<file path="src/rtl/mlp_pkg.sv">
// rtl/mlp_pkg.sv - shared types and constants for the classifier back end
package mlp_pkg;

    localparam int DEFAULT_NUM_CLASSES = 10;
    localparam int DEFAULT_INDEX_BITS  = 4;

    typedef logic [31:0] fp32_t;

    typedef enum logic [1:0] {
        IDLE  = 2'd0,
        ACCUM = 2'd1,
        DONE  = 2'd2
    } argmax_state_t;

    localparam fp32_t FP32_QNAN = 32'h7FC0_0000;

endpackage

</file>
<file path="src/rtl/fp32_order_key.sv">
// rtl/fp32_order_key.sv - maps fp32 bits to an unsigned key with numeric ordering
module fp32_order_key
    import mlp_pkg::*;
(
    input  fp32_t       x,
    output logic [31:0] key,
    output logic        is_nan
);

    // Negative values flip entirely so larger magnitude sorts lower; positives just move above all negatives.
    assign key    = x[31] ? ~x : (x ^ 32'h8000_0000);
    assign is_nan = (&x[30:23]) && (|x[22:0]);

endmodule

</file>
<file path="src/rtl/fp_argmax.sv">
// rtl/fp_argmax.sv - streaming arg-max over one image's fp32 class scores
module fp_argmax
    import mlp_pkg::*;
#(
    parameter int NUM_CLASSES = DEFAULT_NUM_CLASSES,
    parameter int INDEX_BITS  = DEFAULT_INDEX_BITS
) (
    input  logic                  clk,
    input  logic                  reset_n,
    input  logic                  start,
    input  logic                  in_valid,
    input  logic [31:0]           in_data,
    output logic                  in_ready,
    output logic                  busy,
    output logic                  done,
    output logic [INDEX_BITS-1:0] index_pred,
    output logic [31:0]           max_value,
    output logic                  nan_seen,
    output logic                  overrun
);

    localparam int CNT_W = $clog2(NUM_CLASSES);

    argmax_state_t         r_state;
    logic [CNT_W-1:0]      r_count;
    logic [31:0]           r_best_key;
    logic [INDEX_BITS-1:0] r_best_idx;
    fp32_t                 r_best_val;
    logic                  r_any_valid;
    logic                  r_done;
    logic [INDEX_BITS-1:0] r_index_pred;
    fp32_t                 r_max_value;
    logic                  r_nan_seen;
    logic                  r_overrun;

    logic [31:0]           w_key;
    logic                  w_is_nan;
    logic                  w_accept;
    logic                  w_take;
    logic                  w_last;
    logic                  w_any_next;
    logic [INDEX_BITS-1:0] w_idx_next;
    fp32_t                 w_val_next;

    fp32_order_key u_key (
        .x      (in_data),
        .key    (w_key),
        .is_nan (w_is_nan)
    );

    assign w_accept = in_valid && (r_state == ACCUM);
    // Strictly greater keeps the earliest index on ties; NaN never competes.
    assign w_take   = !w_is_nan && (!r_any_valid || (w_key > r_best_key));
    assign w_last   = (r_count == CNT_W'(NUM_CLASSES - 1));

    // Best after folding in the current beat, so the final beat counts toward the result.
    assign w_any_next = r_any_valid || w_take;
    assign w_idx_next = w_take ? INDEX_BITS'(r_count) : r_best_idx;
    assign w_val_next = w_take ? in_data : r_best_val;

    always_ff @(posedge clk) begin
        if (!reset_n) begin
            r_state      <= IDLE;
            r_count      <= '0;
            r_best_key   <= '0;
            r_best_idx   <= '0;
            r_best_val   <= '0;
            r_any_valid  <= 1'b0;
            r_done       <= 1'b0;
            r_index_pred <= '0;
            r_max_value  <= '0;
            r_nan_seen   <= 1'b0;
            r_overrun    <= 1'b0;
        end else begin
            r_done <= 1'b0;
            if (start) begin
                r_state     <= ACCUM;
                r_count     <= '0;
                r_best_key  <= '0;
                r_best_idx  <= '0;
                r_best_val  <= '0;
                r_any_valid <= 1'b0;
                r_nan_seen  <= 1'b0;
                r_overrun   <= 1'b0;
            end else begin
                if (in_valid && (r_state != ACCUM)) begin
                    r_overrun <= 1'b1;
                end
                if (w_accept) begin
                    r_count <= r_count + CNT_W'(1);
                    if (w_is_nan) begin
                        r_nan_seen <= 1'b1;
                    end
                    if (w_take) begin
                        r_best_key  <= w_key;
                        r_best_idx  <= w_idx_next;
                        r_best_val  <= in_data;
                        r_any_valid <= 1'b1;
                    end
                    if (w_last) begin
                        r_state      <= DONE;
                        r_done       <= 1'b1;
                        r_index_pred <= w_any_next ? w_idx_next : '0;
                        r_max_value  <= w_any_next ? w_val_next : FP32_QNAN;
                    end
                end
            end
        end
    end

    assign in_ready   = (r_state == ACCUM);
    assign busy       = (r_state == ACCUM);
    assign done       = r_done;
    assign index_pred = r_index_pred;
    assign max_value  = r_max_value;
    assign nan_seen   = r_nan_seen;
    assign overrun    = r_overrun;

endmodule

</file>
<file path="config.mk">
export PLATFORM = sky130hd
export DESIGN_NAME = fp_argmax
export DESIGN_NICKNAME = d
export VERILOG_FILES = /design/src/rtl/mlp_pkg.sv /design/src/rtl/fp32_order_key.sv /design/src/rtl/fp_argmax.sv
export SDC_FILE = /design/constraint.sdc
export NUM_CORES = 1
export LEC_CHECK = 0
export CORE_MARGIN = 1.5
export CORE_UTILIZATION = 50
export DETAILED_ROUTE_END_ITERATION = 12
export PLACE_DENSITY = 0.73
export REMOVE_ABC_BUFFERS = 1
export SYNTH_ARGS = -nofsm -noshare
export SYNTH_HDL_FRONTEND = slang
export SYNTH_SLANG_ARGS = --single-unit
</file>
<file path="constraint.sdc">
create_clock -name clk -period 6.9 [get_ports clk]
set_input_delay 1.035 -clock clk [delete_from_list [all_inputs] [get_ports clk]]
set_output_delay 1.035 -clock clk [all_outputs]
set_load 0.05 [all_outputs]
</file>
# Word level (Yosys, flattened, before mapping)

Cells that the tools add are included.

Register bits: 114
Latch bits: 0
Memory bits (writable): 0
Memory bits (read-only): 0
Input port bits: 36
Output and inout port bits: 41
Memories kept: 0

Add/subtract/negate cells: 1
Multiply operators: 0
Divide/modulo/power cells: 0
$lt $le $gt $ge: 1
Equality and inequality tests: 3
Shift operators: 0
Mux-type cells: 9
Bitwise gates (word level): 5
Reductions and logical operators: 19

Operators by type and width:

| cell                | count |
|---|---|
| $mux 32             | 3 |
| $gt 32x32->1        | 1 |
| $not 32->32         | 1 |
| $reduce_or 23->1    | 1 |
| $mux 4              | 2 |
| $reduce_and 2->1    | 4 |
| $reduce_and 8->1    | 1 |
| $add 4x1->4 const B | 1 |
| $eq 4x4->1 const B  | 1 |
| $logic_and 1x1->1   | 4 |
| $mux 1              | 4 |
| $not 1->1           | 4 |
| $reduce_bool 2->1   | 2 |
| $reduce_and 3->1    | 1 |
| $reduce_or 3->1     | 1 |
| $eq 2x1->1 const B  | 1 |
| $logic_not 1->1     | 2 |
| $logic_or 1x1->1    | 2 |
| $ne 2x1->1 const B  | 1 |
| $reduce_or 2->1     | 1 |

# Depth between registers and ports, before layout

Gate-level depths: netlist (run 1).

Depth after elaboration: 7
Depth in mapped cells: 13
Gate-level depth less buffers: 8

# Cells and area by module

A second synthesis (run 1) with hierarchy kept.

Cells, all modules: 707
Area, all modules: 5987.0 um^2

Modules (own cells, without submodules):

| module         | instances | cells each | area an instance (um^2) | seq. area each (um^2) |
|---|---|---|---|---|
| fp_argmax      | 1         | 659        | 5595.4                  | 2282.2 |
| fp32_order_key | 1         | 48         | 391.6                   | 0.0 |

# Least setup slack after synthesis (run 1)

Ideal clock, no wire load.

Path kind: input-to-reg
Start point: input in_data[31]
End point: register r_max_value[10], in the netlist max_value[10]
Data arrival time: 3.868 ns
Slack: 2.969 ns
Stages on the path: 11
Buffers on the path: 3
Cell sequence: clkbuf_1 -> clkbuf_1 -> xor2_1 -> ha_1 -> nand4_1 -> nor4_4 -> nand4_2 -> a2111oi_4 -> buf_6 -> a22oi_1 -> nand3_1

Elaborated cells on any way between the ends: 9
Those cells by class: 1 x order compare; 3 x mux; 2 x bitwise; 3 x reduce/logical

RTL lines:

| element                                     | RTL line             | RTL |
|---|---|---|
| start, declared                             | fp_argmax.sv:12      | `input logic [31:0] in_data,` |
| $mux 32 (*)                                 | fp32_order_key.sv:11 | `assign key = x[31] ? ~x : (x ^ 32'h8000_0000);` |
| named net u_key.key[26]                     | fp32_order_key.sv:6  | `output logic [31:0] key,` |
| $gt 32x32->1 (*)                            | fp_argmax.sv:53      | `assign w_take = !w_is_nan && (!r_any_valid \|\| (w_key > r_best_key));` |
| $logic_or 1x1->1 (*)                        | fp_argmax.sv:53      |  |
| $logic_and 1x1->1 (*)                       | fp_argmax.sv:53      |  |
| $mux 32 or $logic_or 1x1->1 (tied branches) | -                    |  |
| $mux 32 (*)                                 | fp_argmax.sv:104     | `r_max_value <= w_any_next ? w_val_next : FP32_QNAN;` |
| end signal, assigned                        | fp_argmax.sv:104     |  |
| end, declared                               | fp_argmax.sv:32      | `fp32_t r_max_value;` |

The timed path passes the listed nets; every way through them passes the cells marked *.
A chain may end at the register's enable or synchronous reset.

# Worst setup path in the final report (run 1)

Start point: input in_data[31]
End point: register r_best_val[29]

Elaborated cells on any way between the ends: 7
Those cells by class: 1 x order compare; 2 x mux; 2 x bitwise; 2 x reduce/logical

RTL lines:

| element                 | RTL line             | RTL |
|---|---|---|
| $mux 32                 | fp32_order_key.sv:11 |  |
| named net u_key.key[11] | fp32_order_key.sv:6  |  |
| $gt 32x32->1            | fp_argmax.sv:53      |  |
| $logic_or 1x1->1        | fp_argmax.sv:53      |  |
| $logic_and 1x1->1       | fp_argmax.sv:53      |  |
| $mux 32                 | -                    |  |
| end signal, assigned    | fp_argmax.sv:97      | `r_best_val <= in_data;` |
| end, declared           | fp_argmax.sv:28      | `fp32_t r_best_val;` |

The timed path passes the listed nets, and every way through them passes these cells.

==> results of run 1 <==
-- how the worst min path moves through the flow --
stage / slack (ps) / endpoint
floorplan: 430 / r_state[1]$_SDFFE_PP0P_
global placement: 440 / r_state[1]$_SDFFE_PP0P_
detailed placement: 450 / r_state[1]$_SDFFE_PP0P_
CTS: 460 / r_state[0]$_SDFFE_PN0P_
global route: 480 / r_best_idx[3]$_SDFFE_PP0P_
finish: 460 / r_state[0]$_SDFFE_PN0P_
-- worst register-to-register path, delay by kind of cell (launching register included) --
family                   cells  cell delay (ps)
AND/OR/NAND/NOR              2              730
buffers and inverters        3              850
AO/OA/AOI/OAI                3              910
adder cells (fa/ha/maj)      1              310
flip-flops                   1              300
multiplexers                 1              280
-- area by class of cell --
| type | instances | area (um2) |
|---|---|---|
| Multi-Input combinational cell | 474 | 3390 |
| Tap cell | 147 | 184 |
| Fill cell | 1021 | 4520 |
| Clock inverter | 5 | 50.0 |
| Sequential cell | 114 | 2280 |
| Clock buffer | 26 | 509 |
| Timing Repair Buffer | 88 | 846 |
| Inverter | 36 | 135 |
-- power groups by stage --
stage,clock (mW),combinational (mW),sequential (mW)
detailed placement,0,0.179,0.688
floorplan,0,0.109,0.688
CTS,0.839,0.180,0.675
global placement,0,0.173,0.688
global route,0.875,0.199,0.675
finish,0.837,0.181,0.675
-- through the flow --
stage	setup WS [ps]	hold slack, ps	utilization	power (mW)
after CTS	2270	458	0.621	1.69
final	2210	459	0.621	1.69
after global placement	1940	437	0.574	0.861
after detailed placement	1880	446	0.574	0.867
after floorplan	866	427	-	0.797
after global routing	1970	477	0.621	1.75
-- cells by family after synthesis --
group / count (synthesis) / synth area share
flops: 114 / 0.377
fa+ha+maj: 34 / 0.0703
compound gates: 166 / 0.211
mux: 36 / 0.0595
buf+inv: 92 / 0.0678
simple gates: 204 / 0.165
xor+xnor: 34 / 0.0492
-- flip-flops by register name, summed over array words and instances (netlist names) --
name / cells
r_best_val: 32
r_any_valid: 1
index_pred: 4
r_best_key: 32
max_value: 32
r_best_idx: 4
nan_seen: 1
overrun: 1
done: 1
r_count: 4
r_state: 2
-- layout by cell type, fill, tap and decap left out, drive strengths merged, types with 5 or more instances in the layout --
| cell | instances |
|---|---|
| a211oi | 65 |
| nor2 | 32 |
| o21ai | 7 |
| buf | 13 |
| dfxtp | 114 |
| nand2 | 85 |
| nand4 | 37 |
| a22oi | 26 |
| nor4 | 8 |
| inv | 35 |
| a21oi | 17 |
| nand3 | 29 |
| mux2i | 36 |
| clkinv | 5 |
| o221a | 9 |
| clkbuf | 26 |
| xor2 | 32 |
| clkdlybuf4s50 | 75 |
| ha | 34 |
| o211ai | 27 |
-- metal layers --
metal	vias up	global-route usage	routed length (um)
li1	2611	-	-
met2	156	0.420	7580
met4	0	0.103	289
met3	23	0.0568	782
met5	-	0	0
met1	2633	0.329	7190
-- synthesized netlist by cell type (2+ instances only) --
cell,n
nor2_1,31
nand2_1,85
dfxtp_1,114
a211oi_1,65
buf_2,10
nand4_1,35
nor2b_1,2
o211a_1,2
nor3_1,2
a21o_1,3
nand4_2,2
inv_1,35
a21oi_1,17
clkbuf_1,34
buf_4,4
buf_1,3
nor4_1,6
xor2_1,32
o221a_2,9
ha_1,34
o21ai_0,6
mux2i_1,36
o21a_1,2
a22oi_1,26
buf_6,5
o211ai_1,26
nand2b_1,2
xnor2_1,2
nand3_1,29
and4_1,3
==> summary.txt, run 1 <==
Run status
  – Run status: complete, no violations

Floorplanning
  – Floorplan Core Area: between 10000 and 15000 um2
  – FP Rows: 40
  – Die Ht: approximately 110 um
  – Overall die area: between 10000 and 15000 um2
  – Effective utilization at floorplan: 0.508
  – Width of the die: 113 um
  – IO Pins: 77

Pwr
  – Clock group share of total power: 0.494
  – Relative contribution of combinational cells to total power: 0.107
  – Switching portion of total power: 0.246
  – Max IR drop VDD: about 0.13 mV
  – Static leakage power: about 2.6 nW
  – P_int: ~1.3 mW
  – Sequential cell fraction of total power: 0.399
  – Power density of the placed cells: 229 nW/um2
  – Net switching component of the power: roughly 0.42 mW

GRT
  – First-pass GRT wire length: ~26 mm
  – Via count of the first global-routing pass: around 5300
  – Pin count of the biggest net entering global routing: 74
  – Aggregate global routing overflow: 0
  – Number of antenna violations at the first check in global routing: 0
  – All-layer global routing usage: 0.256

STA
  – Maximum clock skew at final layout: just under 10 ps
  – Actual transition at the worst max-transition pin: 1350 ps
  – Count of final hold-check violations: 0
  – Final worst path period share: 0.680
  – RSZ-0062 raised after global routing: false
  – Relative slew margins: 0.0967
  – Fmax achieved: between 200 and 250 MHz
  – Fin. max-slew vios: 0
  – Final setup violation count: 0
  – Final Critical Period: roughly 4700 ps
  – Summed negative setup slack over all endpoints: 0 ps

Yosys
  – Largest area contributor in the netlist: dfxtp_1
  – Warning count from the yosys run: 0
  – Total of flip-flops plus latches after synthesis: around 110
  – Sequential share of the synthesized area: 0.377
  – FFs w/ async S/R, synth: 0
  – Number of enable-type register cells in the synthesized netlist: 0
  – Summed instance area of the synthesized netlist: a little over 6000 um2
  – Area contributors post-synth: dfxtp_1, a211oi_1, ha_1
  – Most instantiated flip-flop cell in the synthesis netlist: dfxtp_1
  – Number of distinct library cells after synthesis: between 40 and 50
  – Post-Synthesis Mean Instance Area: between 8 and 9 um2
  – Gate count of the mapped netlist: 680
  – Share of Yosys cell area claimed by the top area cell type: 0.377

Clocking
  – H-tree depth: 4
  – Inserted Clock Buffers: 17
  – CTS tree: done
  – Setup fix buffers added after clock tree synthesis: 0
  – Buffer levels on the longest clock path: 2
  – Clock root buffer: clkbuf_16
  – Clock sink count: about 110
  – Clock edge transition at the registers on the reported setup and hold paths: ~50 ps
  – Number of gates resized after cts: 0
  – Hold-fix buffers at CTS: 0
  – Clock network latency to the later pin of the worst-skew pair: approximately 430 ps

Routing
  – Vias after detailed routing: roughly 5400
  – Number of DRC violations after detailed-routing iteration 0: ~420
  – Total detailed-routing wirelength: between 15 and 20 mm
  – Antenna violation net count after detailed routing: 0
  – Via-to-Cell Ratio: approximately 6
  – Number of design rule violations left after detail routing: 0
  – Post-detailed-route wirelength per cell: ~18 um
  – Number of search-and-repair iterations in the first detailed-routing pass: 7

Finish
  – Total Nets Final: around 800
  – Area added between synthesis and finish: 22.2%
  – Number of standard cells in the final layout excluding fillers: 890
  – Final Cell Area: 7390 um2
  – Share of layout cells above drive strength 1: 0.0848
  – Diodes inserted: 0

Job
  – Maximum Capacitance Violations: 0

Critical path
  – Data arrival at the endpoint of the critical path: between 5000 and 6000 ps
  – Count of cell instances traversed by the critical path: 11
  – Maximum fanout along the worst path: between 40 and 50
  – Setup slack of the worst register-to-register path: about 3500 ps
  – Type of the setup path with the least slack: in2reg
  – Worst stage delay on the critical path: 710 ps
  – Buf+Inv Stages, Crit Path: 3
  – Kind of cell adding the most delay to the critical path: buffers and inverters
  – Cell type of the slowest stage on the worst timing path: buf_2
  – Worst reg2reg startpoint: r_best_key[14]$_SDFFE_PP0P_
  – Critical path data required time: roughly 7300 ps
  – Setup crit end: r_best_val[29]$_SDFFE_PP0P_
  – Worst r2r dst: r_best_val[29]$_SDFFE_PP0P_
  – Startpoint kind of the worst setup timing path: primary input
  – Startpoint of the most critical setup path: in_data[31]
  – Cells along the critical path: buf_2, xor2_1, ha_1, nand4_1, nor4_1, a21boi_2, o31ai_4, buf_4, a21oi_4, buf_4, mux2i_1
  – Worst r2r path cells: 10
  – Critical Path Sink Type: flop
  – Cell repeated most along the worst path: buf_4

Placement
  – Count of input and output buffers: 76
  – Total cell area at the placement stage: just under 7000 um2
  – Cell Count Post-Placement: approximately 860
  – Placed wire-length estimate after detailed placement: ~10 mm
  – Final RePlAce weighted congestion: 0.806

Worst hold path
  – Count of cells along the worst hold path: 1
  – Class of the most critical hold timing path: reg2reg
  – Min-Delay Startpoint: r_state[0]$_SDFFE_PN0P_
No activity file was read; power rests on OpenSTA's default activity.
==> run 2: changes to the inputs <==
Clock period 6.9 ns to 4.6 ns, I/O delays scaled along.
==> run 2 against run 1 <==
  * Largest cell class unchanged
  * Global-route usage grew 1.5 points
  * Power grew 56%
  * Clock skew shrank 0.64 ps
  * Combinational power grew 56%
  * Hold slack lost 2.5 ps
  * Sequential power grew 50%
  * Routed wire length grew 7.5%
  * Core utilization grew 1.0 points
  * Via count grew 2.7%
  * Non-clock buffer count grew 7
==> summary.txt, run 2 (same netlist as run 1, synthesis figures left out) <==
Routing
  – Post-detailed-route wirelength per cell: 19.0 um
  – Vias after detailed routing: ~5600
  – Number of search-and-repair iterations in the first detailed-routing pass: 6
  – Number of DRC violations after detailed-routing iteration 0: between 300 and 400
  – Number of design rule violations left after detail routing: 0
  – Via-to-Cell Ratio: roughly 6.2
  – Antenna violation net count after detailed routing: 0
  – Total detailed-routing wirelength: 17.0 mm

Finish
  – Diodes inserted: 0
  – Area added between synthesis and finish: 24.2%
  – Share of layout cells above drive strength 1: 0.0936
  – Final Cell Area: between 7000 and 8000 um2
  – Leading cell type in the layout, fill and taps excluded: dfxtp_1
  – Number of standard cells in the final layout excluding fillers: 895
  – Commonest cells after routing, fill and taps aside: dfxtp_1, nand2_1, clkdlybuf4s50_1, a211oi_1, mux2i_1
  – Total Nets Final: between 800 and 900

Placement
  – Placed wire-length estimate after detailed placement: between 10 and 15 mm
  – Cell Count Post-Placement: 866
  – Total cell area at the placement stage: roughly 6900 um2
  – Final RePlAce weighted congestion: roughly 0.90
  – Count of input and output buffers: between 70 and 80
  – Setup WS pre-CTS: 631 ps

Clocking
  – Buffer levels on the longest clock path: 2
  – Clock edge transition at the registers on the reported setup and hold paths: ~50 ps
  – Number of gates resized after cts: 0
  – H-tree depth: 4
  – Hold-fix buffers at CTS: 0
  – Setup fix buffers added after clock tree synthesis: 0
  – CTS tree: done
  – Clock root buffer: clkbuf_16
  – Clock sink count: around 110
  – Clock network latency to the later pin of the worst-skew pair: between 400 and 500 ps
  – Inserted Clock Buffers: 17

Pwr
  – Static leakage power: between 2 and 3 nW
  – Power density of the placed cells: between 300 and 400 nW/um2
  – Max IR drop VDD: around 0.25 mV
  – Power, Total: approximately 2.6 mW

Worst hold path
  – Class of the most critical hold timing path: reg2reg
  – Min-Delay Startpoint: r_state[0]$_SDFFE_PN0P_

Critical path
  – Cell type of the slowest stage on the worst timing path: nor4_4
  – Data arrival at the endpoint of the critical path: between 3000 and 4000 ps
  – Kind of cell adding the most delay to the critical path: simple AND/OR/NAND/NOR gates
  – Startpoint kind of the worst setup timing path: primary input
  – Worst reg2reg startpoint: r_best_key[14]$_SDFFE_PP0P_
  – Startpoint of the most critical setup path: in_data[31]
  – Critical path data required time: approximately 5000 ps
  – Worst stage delay on the critical path: ~480 ps
  – Cell repeated most along the worst path: buf_4
  – Maximum fanout along the worst path: 23
  – Buf+Inv Stages, Crit Path: 4
  – Type of the setup path with the least slack: in2reg
  – Critical Path Sink Type: flop
  – Cells along the critical path: buf_2, buf_12, xor2_1, ha_1, nand4_1, nor4_4, nand4_2, nand3_1, buf_4, a21o_1, buf_4, a211oi_1

STA
  – Final worst path period share: 0.772
  – Final setup slack of the worst path: between 1000 and 1500 ps
  – Fin. max-slew vios: 0
  – Fmax achieved: approximately 280 MHz
  – Relative slew margins: 0.587
  – Actual transition at the worst max-transition pin: 615 ps
  – Count of final hold-check violations: 0
  – Final setup violation count: 0
  – Final Critical Period: around 3500 ps
  – Worst Hold Margin: roughly 460 ps
  – Maximum clock skew at final layout: 8.99 ps
  – RSZ-0062 raised after global routing: false

Floorplanning
  – Overall die area: 12800 um2
  – Die Ht: between 100 and 150 um
  – FP Rows: 40
  – IO Pins: 77
  – Floorplan Core Area: roughly 12000 um2
  – Width of the die: roughly 110 um
  – Effective utilization at floorplan: 0.508

GRT
  – Pin count of the biggest net entering global routing: 56
  – First-pass GRT wire length: between 20 and 30 mm
  – Aggregate global routing overflow: 0
  – All-layer global routing usage: 0.271
  – Via count of the first global-routing pass: approximately 5400
  – Number of antenna violations at the first check in global routing: 0

Run status
  – Run status: complete, no violations

Job
  – Maximum Capacitance Violations: 0
## run 2: changes by cell type in the layout (fill, tap and decap cells not counted)
cell	previous run	this run
clkinv_2	4	2
buf_4	12	17
bufinv_16	1	3
buf_12	0	2
clkbuf_1	4	2
## run 2: worst reg2reg max path: stages (launching register included)
cell and delay, ps:
dfxtp_1 310, inv_1 50, ha_1 320, nand4_1 160, nor4_1 520, nand4_2 270, nand3_1 310, buf_4 300
a21o_1 140, buf_4 250, a211oi_1 120
## run 2: per-stage QoR
step,utilization,TNS (ps)
floorplan,-,-52960
global placement,0.580,0
detailed placement,0.580,0
CTS,0.631,0
global route,0.631,0
finish,0.631,0
## run 2: path summary, 6_finish.rpt
| kind | cells past startpoint | slack [ps] | endpoint |
|---|---|---|---|
| min reg2reg | 1 | 460 | r_state[0]$_SDFFE_PN0P_ |
| max | 12 | 1050 | r_best_key[10]$_SDFFE_PP0P_ |
| max reg2reg | 10 | 1710 | r_best_key[10]$_SDFFE_PP0P_ |
| min | 1 | 460 | r_state[0]$_SDFFE_PN0P_ |
## run 2: metal layers
layer | share of wire | wire, um | global-route usage | vias up
met2 | 0.48 | 8180 | 0.445 | 206
li1 | - | - | - | 2614
met1 | 0.43 | 7390 | 0.345 | 2717
met3 | 0.066 | 1120 | 0.0632 | 31
met4 | 0.020 | 340 | 0.107 | 0
met5 | 0 | 0 | 0 | -
## run 2: cell type report
| cell class | instances | area [um2] |
|---|---|---|
| clock buffer | 24 | 502 |
| clock inverter | 5 | 100 |
| fill | 978 | 4400 |
| inverter | 36 | 135 |
| multi-input combinational | 474 | 3390 |
| sequential | 114 | 2280 |
| tap | 147 | 184 |
| timing repair buffer | 95 | 923 |
## run 2: where the power goes
| group | switching, mW | total, mW | internal [mW] |
|---|---|---|---|
| Combinational | 0.172 | 0.282 | 0.110 |
| Clock | 0.444 | 1.36 | 0.911 |
| Sequential | 0.00775 | 1.01 | 1.00 |
| Total | 0.624 | 2.65 | 2.03 |
==> run 3: changes to the inputs <==
Settings changed: PLACE_DENSITY 0.73 to 0.76.
Clock period 4.6 ns to 2.9 ns, I/O delays scaled along.
==> run 3 against run 2 <==
  * The flow now finishes with violations (setup timing)
  * Sequential power is 59% higher
  * Clock-buffer cell count shrank 1
  * Routed wire length rose by 14%
  * Non-clock buffer count rose by 85
  * Clock power is 50% higher
  * Register-to-register slack lost 1600 ps
  * Critical path depth up 2
  * Hold slack got worse by 70 ps
  * Worst setup slack worse by 1100 ps
  * Sequential share of layout area decreased by 3.5 points
==> summary.txt, run 3 (same netlist as run 1, synthesis figures left out) <==
Pwr
  – Clock group share of total power: 0.484
  – Relative contribution of combinational cells to total power: 0.136
  – Static leakage power: 3.26 nW
  – Net switching component of the power: about 1.1 mW
  – P_int: ~3.1 mW
  – Max IR drop VDD: ~0.38 mV
  – Power density of the placed cells: around 500 nW/um2
  – Switching portion of total power: 0.259
  – Power, Total: around 4.2 mW
  – Sequential cell fraction of total power: 0.380

Floorplanning
  – FP Rows: 40
  – Width of the die: about 110 um
  – Overall die area: about 13000 um2
  – Floorplan Core Area: ~12000 um2
  – Effective utilization at floorplan: 0.508
  – Die Ht: about 110 um
  – IO Pins: slightly below 80

Routing
  – Vias after detailed routing: around 6200
  – Number of DRC violations after detailed-routing iteration 0: 583
  – Post-detailed-route wirelength per cell: a little under 20 um
  – Number of search-and-repair iterations in the first detailed-routing pass: 5
  – Via-to-Cell Ratio: around 6.3
  – Number of design rule violations left after detail routing: 0
  – Antenna violation net count after detailed routing: 0
  – Total detailed-routing wirelength: roughly 19 mm

Finish
  – Total Nets Final: slightly below 900
  – Area taken by multi-input logic gates: between 3000 and 4000 um2
  – Commonest cells after routing, fill and taps aside: dfxtp_1, nand2_1, buf_4, clkdlybuf4s50_1, a211oi_1
  – Diodes inserted: 0
  – Final Cell Area: between 8000 and 9000 um2
  – Leading cell type in the layout, fill and taps excluded: dfxtp_1
  – Post-Route Utilization: 0.713
  – Share of layout cells above drive strength 1: 0.215
  – Area taken by flip-flops and latches: 2280 um2
  – Area added between synthesis and finish: 40.2%
  – Fillers: about 800

Critical path
  – Critical Path Sink Type: flop
  – Setup slack of the worst register-to-register path: around 90 ps
  – Data arrival at the endpoint of the critical path: about 3300 ps
  – Cell type of the slowest stage on the worst timing path: ha_1
  – Worst reg2reg startpoint: r_best_key[14]$_SDFFE_PP0P_
  – Worst stage delay on the critical path: ~400 ps
  – Startpoint of the most critical setup path: in_data[31]
  – Worst r2r dst: r_best_val[4]$_SDFFE_PP0P_
  – Maximum fanout along the worst path: 14
  – Type of the setup path with the least slack: in2reg
  – Critical path data required time: between 3000 and 4000 ps
  – Cells along the critical path: buf_2, buf_12, xor2_2, ha_1, nand4_1, nor4_2, buf_4, a21boi_4, o31ai_4, buf_4, a21oi_4, buf_6, clkbuf_16, mux2i_1
  – Worst r2r path cells: 12
  – Cell repeated most along the worst path: buf_4
  – Startpoint kind of the worst setup timing path: primary input

GRT
  – Pin count of the biggest net entering global routing: between 50 and 60
  – Number of antenna violations at the first check in global routing: 0
  – All-layer global routing usage: 0.288
  – Aggregate global routing overflow: 0
  – Via count of the first global-routing pass: between 6000 and 7000
  – First-pass GRT wire length: 29.4 mm

STA
  – Final Critical Period: around 3000 ps
  – Maximum clock skew at final layout: ~10 ps
  – Final setup slack of the worst path: -69.7 ps
  – Final setup violation count: 52
  – Relative slew margins: 0.610
  – Actual transition at the worst max-transition pin: between 500 and 600 ps
  – Count of final hold-check violations: 0
  – Fmax achieved: around 340 MHz
  – Fin. max-slew vios: 0
  – Summed negative setup slack over all endpoints: -1480 ps
  – Final worst path period share: 1.02

Worst hold path
  – Min-Delay Startpoint: in_data[1]
  – Count of cells along the worst hold path: 3
  – Class of the most critical hold timing path: in2reg
  – Endpoint, Worst Hold: r_best_val[1]$_SDFFE_PP0P_

Placement
  – Count of input and output buffers: 76
  – Placed wire-length estimate after detailed placement: 12.1 mm
  – Total cell area at the placement stage: between 7000 and 8000 um2
  – Final RePlAce weighted congestion: around 0.9

Clocking
  – CTS tree: done
  – Clock root buffer: clkbuf_16
  – Buffer levels on the longest clock path: 2
  – Clock sink count: 114
  – H-tree depth: 4
  – Clock edge transition at the registers on the reported setup and hold paths: about 50 ps
  – Clock network latency to the later pin of the worst-skew pair: 420 ps
  – Hold-fix buffers at CTS: 0
  – Inserted Clock Buffers: 17

Run status
  – Violations in the final reports: setup timing
  – Run status: finished with violations

Job
  – Maximum Capacitance Violations: 0
## run 3: cell types whose count changed in the layout (fill, tap and decap cells not counted), sizes merged
cell	delta
dlymetal6s2s	+11
bufinv	-2
clkdlybuf4s50	-12
dlygate4sd2	+1
clkbuf	+2
clkinv	+4
clkinvlp	+2
buf	+82
## run 3: stage by stage
step / std cells / worst slack, ps / hold slack (ps)
2_1_floorplan: 624 / -3130 / 427
3_3_place_gp: 936 / -519 / 442
3_5_place_dp: 936 / -550 / 454
4_1_cts: 969 / 5.94 / 467
5_1_grt: 983 / -121 / 440
6_report: 983 / -69.7 / 387
## run 3: what timing repair did
action,CTS,global route
gates resized for setup,7,40
buffers inserted,1,10
pin swaps,3,10
cloned,0,4
setup endpoints to repair,92,104
## run 3: critical path: cells and delay by family
family	cells	cell delay, ps
AO/OA/AOI/OAI	3	520
multiplexers	1	200
adder cells (fa/ha/maj)	1	400
AND/OR/NAND/NOR	2	600
buffers and inverters	6	940
XOR/XNOR	1	200
## run 3: worst max-delay path by stage
| stage | endpoint | slack (ps) | depth (start not counted) |
|---|---|---|---|
| 2_1_floorplan | r_best_idx[0]$_SDFFE_PP0P_ | -3130 | 5 |
| 3_3_place_gp | max_value[30]$_SDFFE_PN0P_ | -520 | 10 |
| 3_5_place_dp | max_value[22]$_SDFFE_PN0P_ | -550 | 10 |
| 4_1_cts | max_value[13]$_SDFFE_PN0P_ | 6 | 11 |
| 5_1_grt | max_value[19]$_SDFFE_PN0P_ | -120 | 12 |
| 6_report | r_best_val[4]$_SDFFE_PP0P_ | -70 | 14 |
## run 3: power by group through the flow
stage	logic (mW)	clock network [mW]	registers, mW
6_report	0.573	2.04	1.61
5_1_grt	0.613	2.12	1.61
4_1_cts	0.516	2.04	1.60
3_5_place_dp	0.509	0	1.64
3_3_place_gp	0.491	0	1.64
2_1_floorplan	0.260	0	1.64
## run 3: final cells by class
cell class,instances,area share
multi-input combinational,474,0.416
sequential,114,0.269
timing repair buffer,180,0.209
clock buffer,23,0.0587
tap,147,0.0217
inverter,36,0.0159
clock inverter,9,0.00929
## run 3: layer usage
metal	track usage	wire, um	vias up
li1	-	-	2784
met1	0.351	7840	3021
met2	0.500	9540	312
met3	0.0637	1470	64
met4	0.106	624	0
met5	0	0	-
